### src/rtl/sram_if_pkg.sv
// Shared types and defaults for the SRAM requester/responder handshake.
package sram_if_pkg;

  localparam int unsigned SRAM_DATA_WIDTH     = 32;
  localparam int unsigned SRAM_TIMEOUT_CYCLES = 16;

  typedef enum logic [1:0] {
    IDLE = 2'd0,
    REQ  = 2'd1,
    RSP  = 2'd2
  } sram_init_state_e;

  // Response buffer payload; the data field tracks the default data width.
  typedef struct packed {
    logic [SRAM_DATA_WIDTH-1:0] rdata;
    logic                       we;
    logic                       err;
  } sram_rsp_t;

endpackage

### src/rtl/sram_par_chk.sv
// Registered complement-parity checker for gnt/rvalid with a sticky, clearable flag.
module sram_par_chk (
  input  logic clk_i,
  input  logic rst_ni,
  input  logic gnt_i,
  input  logic gntpar_i,
  input  logic rvalid_i,
  input  logic rvalidpar_i,
  input  logic clr_i,
  output logic par_err_o
);

  logic mismatch_c;
  logic err_q;

  assign mismatch_c = (gntpar_i == gnt_i) || (rvalidpar_i == rvalid_i);

  // A new mismatch beats a simultaneous clear.
  always_ff @(posedge clk_i or negedge rst_ni) begin
    if (!rst_ni) begin
      err_q <= 1'b0;
    end else begin
      err_q <= mismatch_c | (err_q & ~clr_i);
    end
  end

  assign par_err_o = err_q;

endmodule

### src/rtl/sram_initiator.sv
// Requester-side SRAM master: one outstanding command, bounded waits, parity and protocol checks.
module sram_initiator
  import sram_if_pkg::*;
#(
  parameter int unsigned DATA_WIDTH     = SRAM_DATA_WIDTH,
  parameter int unsigned NUM_WORDS      = 1024,
  parameter int unsigned TIMEOUT_CYCLES = SRAM_TIMEOUT_CYCLES,
  localparam int unsigned ADDR_WIDTH    = $clog2(NUM_WORDS),
  localparam int unsigned BE_WIDTH      = DATA_WIDTH / 8
) (
  input  logic                  clk_i,
  input  logic                  rst_ni,
  input  logic                  cmd_valid_i,
  output logic                  cmd_ready_o,
  input  logic                  cmd_we_i,
  input  logic [ADDR_WIDTH-1:0] cmd_addr_i,
  input  logic [DATA_WIDTH-1:0] cmd_wdata_i,
  input  logic [BE_WIDTH-1:0]   cmd_be_i,
  output logic                  rsp_valid_o,
  input  logic                  rsp_ready_i,
  output logic [DATA_WIDTH-1:0] rsp_rdata_o,
  output logic                  rsp_we_o,
  output logic                  rsp_err_o,
  output logic                  req_o,
  output logic                  we_o,
  output logic [ADDR_WIDTH-1:0] addr_o,
  output logic [DATA_WIDTH-1:0] wdata_o,
  output logic [BE_WIDTH-1:0]   be_o,
  output logic                  rready_o,
  input  logic                  gnt_i,
  input  logic                  gntpar_i,
  input  logic                  rvalid_i,
  input  logic                  rvalidpar_i,
  input  logic [DATA_WIDTH-1:0] rdata_i,
  output logic                  par_err_o,
  output logic                  proto_err_o,
  input  logic                  err_clr_i
);

  localparam int unsigned CNT_WIDTH = (TIMEOUT_CYCLES > 1) ? $clog2(TIMEOUT_CYCLES + 1) : 1;

  sram_init_state_e      state_q, state_d;
  logic [CNT_WIDTH-1:0]  cnt_q, cnt_d;
  logic                  cmd_we_q;
  logic [ADDR_WIDTH-1:0] cmd_addr_q;
  logic [DATA_WIDTH-1:0] cmd_wdata_q;
  logic [BE_WIDTH-1:0]   cmd_be_q;
  sram_rsp_t             rsp_q, rsp_d;
  logic                  rsp_valid_q, rsp_valid_d;
  logic                  req_q;
  logic                  cmd_ready_q;
  logic                  proto_err_q;

  logic rready_c, accept_c, drain_c, expire_c, load_c, timeout_c, proto_set_c;

  assign rready_c = (state_q == RSP) && (!rsp_valid_q || rsp_ready_i);
  assign accept_c = cmd_valid_i && cmd_ready_q;
  assign drain_c  = rsp_valid_q && rsp_ready_i;
  // Expiry is the cycle on which the wait count would reach the limit.
  assign expire_c = (TIMEOUT_CYCLES != 0) && ((32'(cnt_q) + 32'd1) == TIMEOUT_CYCLES);

  // Next state, wait counter and response-buffer load.
  always_comb begin
    state_d   = state_q;
    cnt_d     = cnt_q;
    rsp_d     = rsp_q;
    load_c    = 1'b0;
    timeout_c = 1'b0;

    unique case (state_q)
      IDLE: begin
        if (accept_c) begin
          state_d = REQ;
          cnt_d   = '0;
        end
      end
      REQ: begin
        if (gnt_i) begin
          state_d = RSP;
          cnt_d   = '0;
        end else if (expire_c) begin
          timeout_c = 1'b1;
        end else begin
          cnt_d = cnt_q + CNT_WIDTH'(1);
        end
      end
      RSP: begin
        if (rvalid_i && rready_c) begin
          load_c      = 1'b1;
          state_d     = IDLE;
          cnt_d       = '0;
          rsp_d.rdata = cmd_we_q ? {SRAM_DATA_WIDTH{1'b0}} : SRAM_DATA_WIDTH'(rdata_i);
          rsp_d.we    = cmd_we_q;
          rsp_d.err   = 1'b0;
        end else if (!rvalid_i) begin
          if (expire_c) begin
            timeout_c = 1'b1;
          end else begin
            cnt_d = cnt_q + CNT_WIDTH'(1);
          end
        end
      end
      default: state_d = IDLE;
    endcase

    if (timeout_c) begin
      load_c      = 1'b1;
      state_d     = IDLE;
      cnt_d       = '0;
      rsp_d.rdata = '0;
      rsp_d.we    = cmd_we_q;
      rsp_d.err   = 1'b1;
    end
  end

  // A load wins over a same-cycle drain so the new response stays visible.
  assign rsp_valid_d = load_c ? 1'b1 : (drain_c ? 1'b0 : rsp_valid_q);
  assign proto_set_c = timeout_c || (rvalid_i && (state_q != RSP));

  always_ff @(posedge clk_i or negedge rst_ni) begin
    if (!rst_ni) begin
      state_q     <= IDLE;
      cnt_q       <= '0;
      cmd_we_q    <= 1'b0;
      cmd_addr_q  <= '0;
      cmd_wdata_q <= '0;
      cmd_be_q    <= '0;
      rsp_q       <= '0;
      rsp_valid_q <= 1'b0;
      req_q       <= 1'b0;
      cmd_ready_q <= 1'b0;
      proto_err_q <= 1'b0;
    end else begin
      state_q     <= state_d;
      cnt_q       <= cnt_d;
      rsp_valid_q <= rsp_valid_d;
      req_q       <= (state_d == REQ);
      cmd_ready_q <= (state_d == IDLE) && !rsp_valid_d;
      proto_err_q <= proto_set_c | (proto_err_q & ~err_clr_i);
      if (load_c) begin
        rsp_q <= rsp_d;
      end
      if (accept_c) begin
        cmd_we_q    <= cmd_we_i;
        cmd_addr_q  <= cmd_addr_i;
        cmd_wdata_q <= cmd_wdata_i;
        cmd_be_q    <= cmd_be_i;
      end
    end
  end

  sram_par_chk u_par_chk (
    .clk_i       (clk_i),
    .rst_ni      (rst_ni),
    .gnt_i       (gnt_i),
    .gntpar_i    (gntpar_i),
    .rvalid_i    (rvalid_i),
    .rvalidpar_i (rvalidpar_i),
    .clr_i       (err_clr_i),
    .par_err_o   (par_err_o)
  );

  assign cmd_ready_o = cmd_ready_q;
  assign rsp_valid_o = rsp_valid_q;
  assign rsp_rdata_o = DATA_WIDTH'(rsp_q.rdata);
  assign rsp_we_o    = rsp_q.we;
  assign rsp_err_o   = rsp_q.err;
  assign req_o       = req_q;
  assign we_o        = cmd_we_q;
  assign addr_o      = cmd_addr_q;
  assign wdata_o     = cmd_wdata_q;
  assign be_o        = cmd_be_q;
  assign rready_o    = rready_c;
  assign proto_err_o = proto_err_q;

endmodule

### config.mk
export PLATFORM = sky130hd
export DESIGN_NAME = sram_initiator
export DESIGN_NICKNAME = d
export VERILOG_FILES = /design/src/rtl/sram_if_pkg.sv /design/src/rtl/sram_par_chk.sv /design/src/rtl/sram_initiator.sv
export SDC_FILE = /design/constraint.sdc
export NUM_CORES = 1
export LEC_CHECK = 0
export BUFFER_PORTS_ARGS = -buffer_cell sky130_fd_sc_hd__buf_2
export CAP_MARGIN = 20
export CELL_PAD_IN_SITES_DETAIL_PLACEMENT = 0
export CELL_PAD_IN_SITES_GLOBAL_PLACEMENT = 1
export CORE_MARGIN = 2
export CORE_UTILIZATION = 25
export CTS_CLUSTER_DIAMETER = 60
export DETAILED_ROUTE_END_ITERATION = 10
export GPL_ROUTABILITY_DRIVEN = 1
export PLACE_DENSITY = 0.63
export SLEW_MARGIN = 20
export SYNTH_ARGS = -nofsm -noshare
export SYNTH_HDL_FRONTEND = slang
export SYNTH_HIERARCHICAL = 1
export SYNTH_SLANG_ARGS = --single-unit
### constraint.sdc
create_clock -name clk_i -period 2.55 [get_ports clk_i]
set_input_delay 0.1275 -clock clk_i [delete_from_list [all_inputs] [get_ports clk_i]]
set_output_delay 0.1275 -clock clk_i [all_outputs]
set_load 0.01 [all_outputs]
### Yosys cells after proc, flatten, opt, wreduce, memory -nomap -nowiden

Index checks and enable logic that the tools add are counted.

| word-level totals | value |
|---|---|
| word-level logic and storage cells | 74 |
| register bits | 93 |
| output and inout bits | 87 |

| operators by class | value |
|---|---|
| reduce and logical (&&, ||, !) cells | 18 |
| bitwise operators | 5 |
| multiplexer cells | 26 |
| add/sub/neg operators | 2 |
| eq/ne operators | 9 |

Operator list:

| kind | number |
|---|---|
| 34-bit 2-to-1 mux | 3 |
| 32-bit 2-to-1 mux | 1 |
| 5-bit 2-to-1 mux | 6 |
| 5-bit case mux with 3 select lines | 1 |
| 1-bit 2-to-1 mux | 9 |
| 2-bit 2-to-1 mux | 4 |
| 5-bit by 1-bit adder with 6-bit output (second input constant) | 1 |
| 6-bit by 5-bit equality test with 1-bit output (second input constant) | 1 |
| 1-bit logical AND | 6 |
| 2-bit case mux with 3 select lines | 1 |
| 3-bit AND reduction | 2 |
| 5-bit by 1-bit adder with 5-bit output (second input constant) | 1 |
| 2-bit by 1-bit equality test with 1-bit output (second input constant) | 2 |
| 2-bit zero test | 2 |
| 4-bit by 3-bit inequality test with 1-bit output (second input constant) | 1 |
| 2-bit nonzero test | 2 |
| 4-bit nonzero test | 1 |
| 1-bit logical OR | 3 |
| 3-bit inequality test (second input constant) | 1 |
| 1-bit bitwise AND | 2 |
| 1-bit equality test | 2 |
| 2-bit equality test (second input constant) | 1 |
| 1-bit zero test | 2 |
| 2-bit inequality test (second input constant) | 1 |
| other kinds (3) | 4 |

### Depth between registers and ports, before layout

| depth | value |
|---|---|
| depth in word-level cells | 10 |
| mapped depth | 8 |
| depth with buffers taken out | 7 |

### Cells and area by module

Netlist, hierarchy kept.

By module, submodules not included:

| module | instances | area an instance (um^2) | cells each |
|---|---|---|---|
| sram_initiator | 1 | 3,960.0 | 330 |
| sram_par_chk | 1 | 53.8 | 5 |

### Least setup slack after synthesis

Ideal clock, no wire load.

| path | value |
|---|---|
| kind | flip-flop to flip-flop |
| from | register state_q[0] |
| to | register rsp_q, in the netlist rsp_we_o |
| path buffers | 1 |
| data arrival time | 1.814 ns |
| stages on the path, launching flop included | 9 |
| path slack | 0.611 ns |
| path through | dfrtp_1 inv_1 ha_1 nor2b_1 or2_1 and4_4 buf_6 a21oi_4 mux2_4 |

| on the way | value |
|---|---|
| cells in the longest elaborated chain, start to end | 7 |

RTL lines:

| element | line | RTL |
|---|---|---|
| start, declared | sram_initiator.sv:42 | `sram_init_state_e state_q, state_d;` |
| start signal, assigned | sram_initiator.sv:134 | `state_q <= state_d;` |
| 2-bit equality test | sram_initiator.sv:56, sram_initiator.sv:70 |  |
| 1-bit logical AND | sram_initiator.sv:56 | `assign rready_c = (state_q == RSP) && (!rsp_valid_q \|\| rsp_ready_i);` |
| 1-bit logical AND | sram_initiator.sv:88 | `if (rvalid_i && rready_c) begin` |
| 1-bit 2-to-1 mux | sram_initiator.sv:88 |  |
| 1-bit case mux with 2 select lines or 1-bit 2-to-1 mux (tied branches) | sram_initiator.sv:70 | `unique case (state_q)` |
| 2-bit nonzero test (no line) or 1-bit 2-to-1 mux (tied branches) | -- |  |
| 3-bit AND reduction (no line) | -- |  |
| end signal, assigned | sram_initiator.sv:141 | `rsp_q <= rsp_d;` |
| end, declared | sram_initiator.sv:48 | `sram_rsp_t rsp_q, rsp_d;` |

Parallel ways exist; a longest one is shown, timed or not.
A chain may end at the register's enable or synchronous reset.

### Final worst setup path

| path | value |
|---|---|
| from | register state_q[0] |
| to | register proto_err_q, in the netlist proto_err_o |

| on the way | value |
|---|---|
| cells in the longest elaborated chain, start to end | 7 |

RTL lines:

| element | line | RTL |
|---|---|---|
| 2-bit equality test | sram_initiator.sv:56, sram_initiator.sv:70 |  |
| 1-bit logical AND | sram_initiator.sv:56 |  |
| 1-bit logical AND | sram_initiator.sv:88 |  |
| 1-bit 2-to-1 mux | sram_initiator.sv:88 |  |
| 1-bit case mux with 2 select lines | sram_initiator.sv:70 |  |
| 1-bit logical OR * | sram_initiator.sv:118 | `assign proto_set_c = timeout_c \|\| (rvalid_i && (state_q != RSP));` |
| 1-bit OR * | sram_initiator.sv:139 | `proto_err_q <= proto_set_c \| (proto_err_q & ~err_clr_i);` |
| end signal, assigned | sram_initiator.sv:139 |  |
| end, declared | sram_initiator.sv:52 | `logic proto_err_q;` |

Mark *: on every way between the ends. The rest lies on a longest branch, timed or not.

==> flow_metrics.env <==
export IMPL_slowest_delay_ns=0.43
export IMPL_crit_chain="inv_1, ha_1, nor2b_1, or2_1, and4_4, buf_4, inv_1, o221ai_1"
export IMPL_power_mw=6.09
export IMPL_start_kind="flip-flop"
export IMPL_synth_distinct_cells=42
export IMPL_clk_latency_ns=0.34
export IMPL_slew_headroom_pct=58.0
export IMPL_die_h_um=131
export IMPL_cp_data_arrival_time_ns=2.42
export IMPL_power_switching_mw=2.05
export IMPL_grt_pass1_vias=3221
export IMPL_p_clk_share_pct=23.7
export IMPL_switching_share_pct=33.7
export IMPL_final_common_cell="buf_2"
export IMPL_post_drt_via_cell_ratio=4.30
export IMPL_dieArea_mm2=0.0171
export IMPL_die_w_um=131
export IMPL_hpwl_um=7370
export IMPL_gr_total_overflow=0
export IMPL_path_max_fanout=27
export IMPL_cts_setup_buffers=0
export IMPL_path_class="reg2reg"
export IMPL_grt_pass1_wl_um=15900
export IMPL_synth_edf_count=0
export IMPL_crit_buf_inv=3
export IMPL_crit_required_ns=2.80
export IMPL_cts_buffer_depth=2
export IMPL_cp_end_kind="flip-flop"
export IMPL_layout_common_cells="173 x buf_2, 93 x dfrtp_1, 47 x mux2_2, 38 x a21oi_1, 35 x nor2_1"
export IMPL_path_depth=8
export IMPL_yosysSeqAreaShare_pct=58.0
export IMPL_vias=3136
export IMPL_path_clk_slew_ns=0.07
export IMPL_gp_congestion=0.773
export IMPL_final_fill_count=1669
export IMPL_maxSlewViolCount=0
export IMPL_synthFlopType="dfrtp_1"
export IMPL_initial_core_util_pct=25.5
export IMPL_area_growth_pct=36.8
export IMPL_routed_wl_um=10100
export IMPL_netlist_area_mm2=0.00401
export IMPL_numCtsBuffers=9
export IMPL_maxCapViolCount=0
export IMPL_tns_ns=0
export IMPL_fin_nets=601
export IMPL_root_buffer="clkbuf_16"
export IMPL_hold_path_endpoint="addr_o[8]"
export IMPL_antenna_found_initial=1
export IMPL_synth_warnings=6
export IMPL_cts_tree="built"
export IMPL_max_slew_worst_pin_slew_ns=0.631
export IMPL_cts_resized=0
export IMPL_ios=175
export IMPL_drtAntennaViolNets=0
export IMPL_cts_hold_buf=2
export IMPL_firstDrtPassIters=4
export IMPL_outcome="complete, no violations"
export IMPL_hold_violations=0
export IMPL_postSynthAreaPerCell_um2=12.0
export IMPL_rr_startpoint="state_q[0]"
export IMPL_ctsHtreeMaxLevel=3
export IMPL_period_minus_slack_ns=2.17
export IMPL_fmax_ghz=0.460
export IMPL_num_rows=46
export IMPL_drive_above_1_share_pct=48.6
export IMPL_p_seq_share_pct=40.1
export IMPL_path_delay_family="simple AND/OR/NAND/NOR gates"
export IMPL_rsz0062_at_grt="no"
export IMPL_leakage_nw=2.70
export IMPL_synth_async_reset_ratio_pct=100
export IMPL_min_path_cells=2
export IMPL_worstRegToRegCells=8
export IMPL_hp_start="cmd_addr_i[8]"
export IMPL_io_buffer_count=174
export IMPL_cp_slowest_cell="dfrtp_1"
export IMPL_clock_sinks=93
export IMPL_drc_errors=0
export IMPL_wl_per_cell_um=13.8
export IMPL_r2r_end="proto_err_o"
export IMPL_finalCritPeriodShare_pct=85.2
export IMPL_p_per_area_mw_per_mm2=1110
export IMPL_ys_seq_elements=93
export IMPL_setup_violations=0
export IMPL_synth_nets=429
export IMPL_grtUsageTotal_pct=11.9
export IMPL_synthCells=335
export IMPL_fp_coreArea_mm2=0.0158
export IMPL_r2r_slack_ns=0.38
export IMPL_vdd_drop_max_mv=0.545
export IMPL_p_comb_share_pct=36.2
export IMPL_grt_max_degree=66
export IMPL_drt_iter0_drc=75
export IMPL_p_int_mw=4.03
export IMPL_cpMostUsedCell="inv_1"
export IMPL_worst_hold_path_type="in2reg"
export IMPL_finClkSkew_ns=0.00835
-- routing by layer --
metal	vias to the layer above	part of all wire, %	track usage (%)
met5	-	0	0
met4	0	0.64	3.25
met3	6	9.3	5.01
met2	112	47	19.1
met1	1507	43	14.8
li1	1511	-	-
-- power by group through the flow --
stage               Combinational [mW]  Sequential [mW]  Clock [mW]
floorplan                         1.02             2.70           0
global placement                  2.20             2.45           0
detailed placement                2.24             2.46           0
CTS                               2.24             2.45        1.51
global route                      2.43             2.53        1.57
finish                            2.20             2.44        1.44
-- state kept, by name, summed over array words and instances (netlist names), 2 cells and up --
name         flops
wdata_o         32
addr_o          10
state_q          2
cnt_q            5
rsp_rdata_o     32
be_o             4
-- synthesized netlist by cell type (2+ instances only) --
library cell,instances,area (µm²)
nor2b_1,3,18.8
and2_1,2,12.5
mux2i_1,2,20.0
clkbuf_1,9,33.8
inv_1,7,26.3
o31ai_1,2,15.0
buf_2,7,35.0
buf_1,4,15.0
a21oi_1,38,190
ha_1,6,75.1
nand2b_1,3,18.8
mux2_2,47,529
nor3b_1,34,255
nand3_1,5,25.0
dfrtp_1,93,2330
nand2_1,12,45.0
nor2_1,35,131
xor2_1,2,17.5
-- layout make-up --
class                   instances  area [µm²]  share of cell area (%)
diodes                          1        2.50                  0.0456
clock buffers                  11         243                    4.42
clock inverters                 5        81.3                    1.48
inverters                       7        26.3                   0.479
well taps                     216         270                    4.92
repair buffers                182         966                    17.6
multi-input cells             214        1570                    28.7
flip-flops and latches         93        2330                    42.4
-- worst max-delay path by stage --
| stage | start | endpoint | slack (ns) |
|---|---|---|---|
| after floorplan | state_q[0] | rsp_we_o | 0.61 |
| after global placement | state_q[0] | proto_err_o | 0.48 |
| after detailed placement | state_q[0] | proto_err_o | 0.39 |
| after CTS | state_q[0] | proto_err_o | 0.37 |
| after global routing | state_q[0] | proto_err_o | 0.23 |
| final | state_q[0] | proto_err_o | 0.38 |
-- kinds of logic after synthesis --
logic type,Yosys count,synth area share (%)
DFF,93,58.0
muxes,51,14.6
xor gates and xnor gates,2,0.436
AOI/OAI and AO/OA,51,7.48
and+or+nand+nor,104,14.6
buffers and inverters,28,3.02
adders and majority gates,6,1.87
-- through the flow --
step / instance area, µm² / hold WS [ns] / utilization, % / cells / setup slack [ns]
after floorplan: 4010 / -0.168 / - / 335 / 0.611
after global placement: 5130 / 0.168 / 32.5 / 709 / 0.475
after detailed placement: 5130 / 0.176 / 32.5 / 709 / 0.394
after CTS: 5480 / 0.00157 / 34.7 / 727 / 0.366
after global routing: 5490 / 0.00648 / 34.8 / 728 / 0.225
final: 5490 / 0.0176 / 34.8 / 729 / 0.377
No activity file was read; power rests on OpenSTA's default activity.
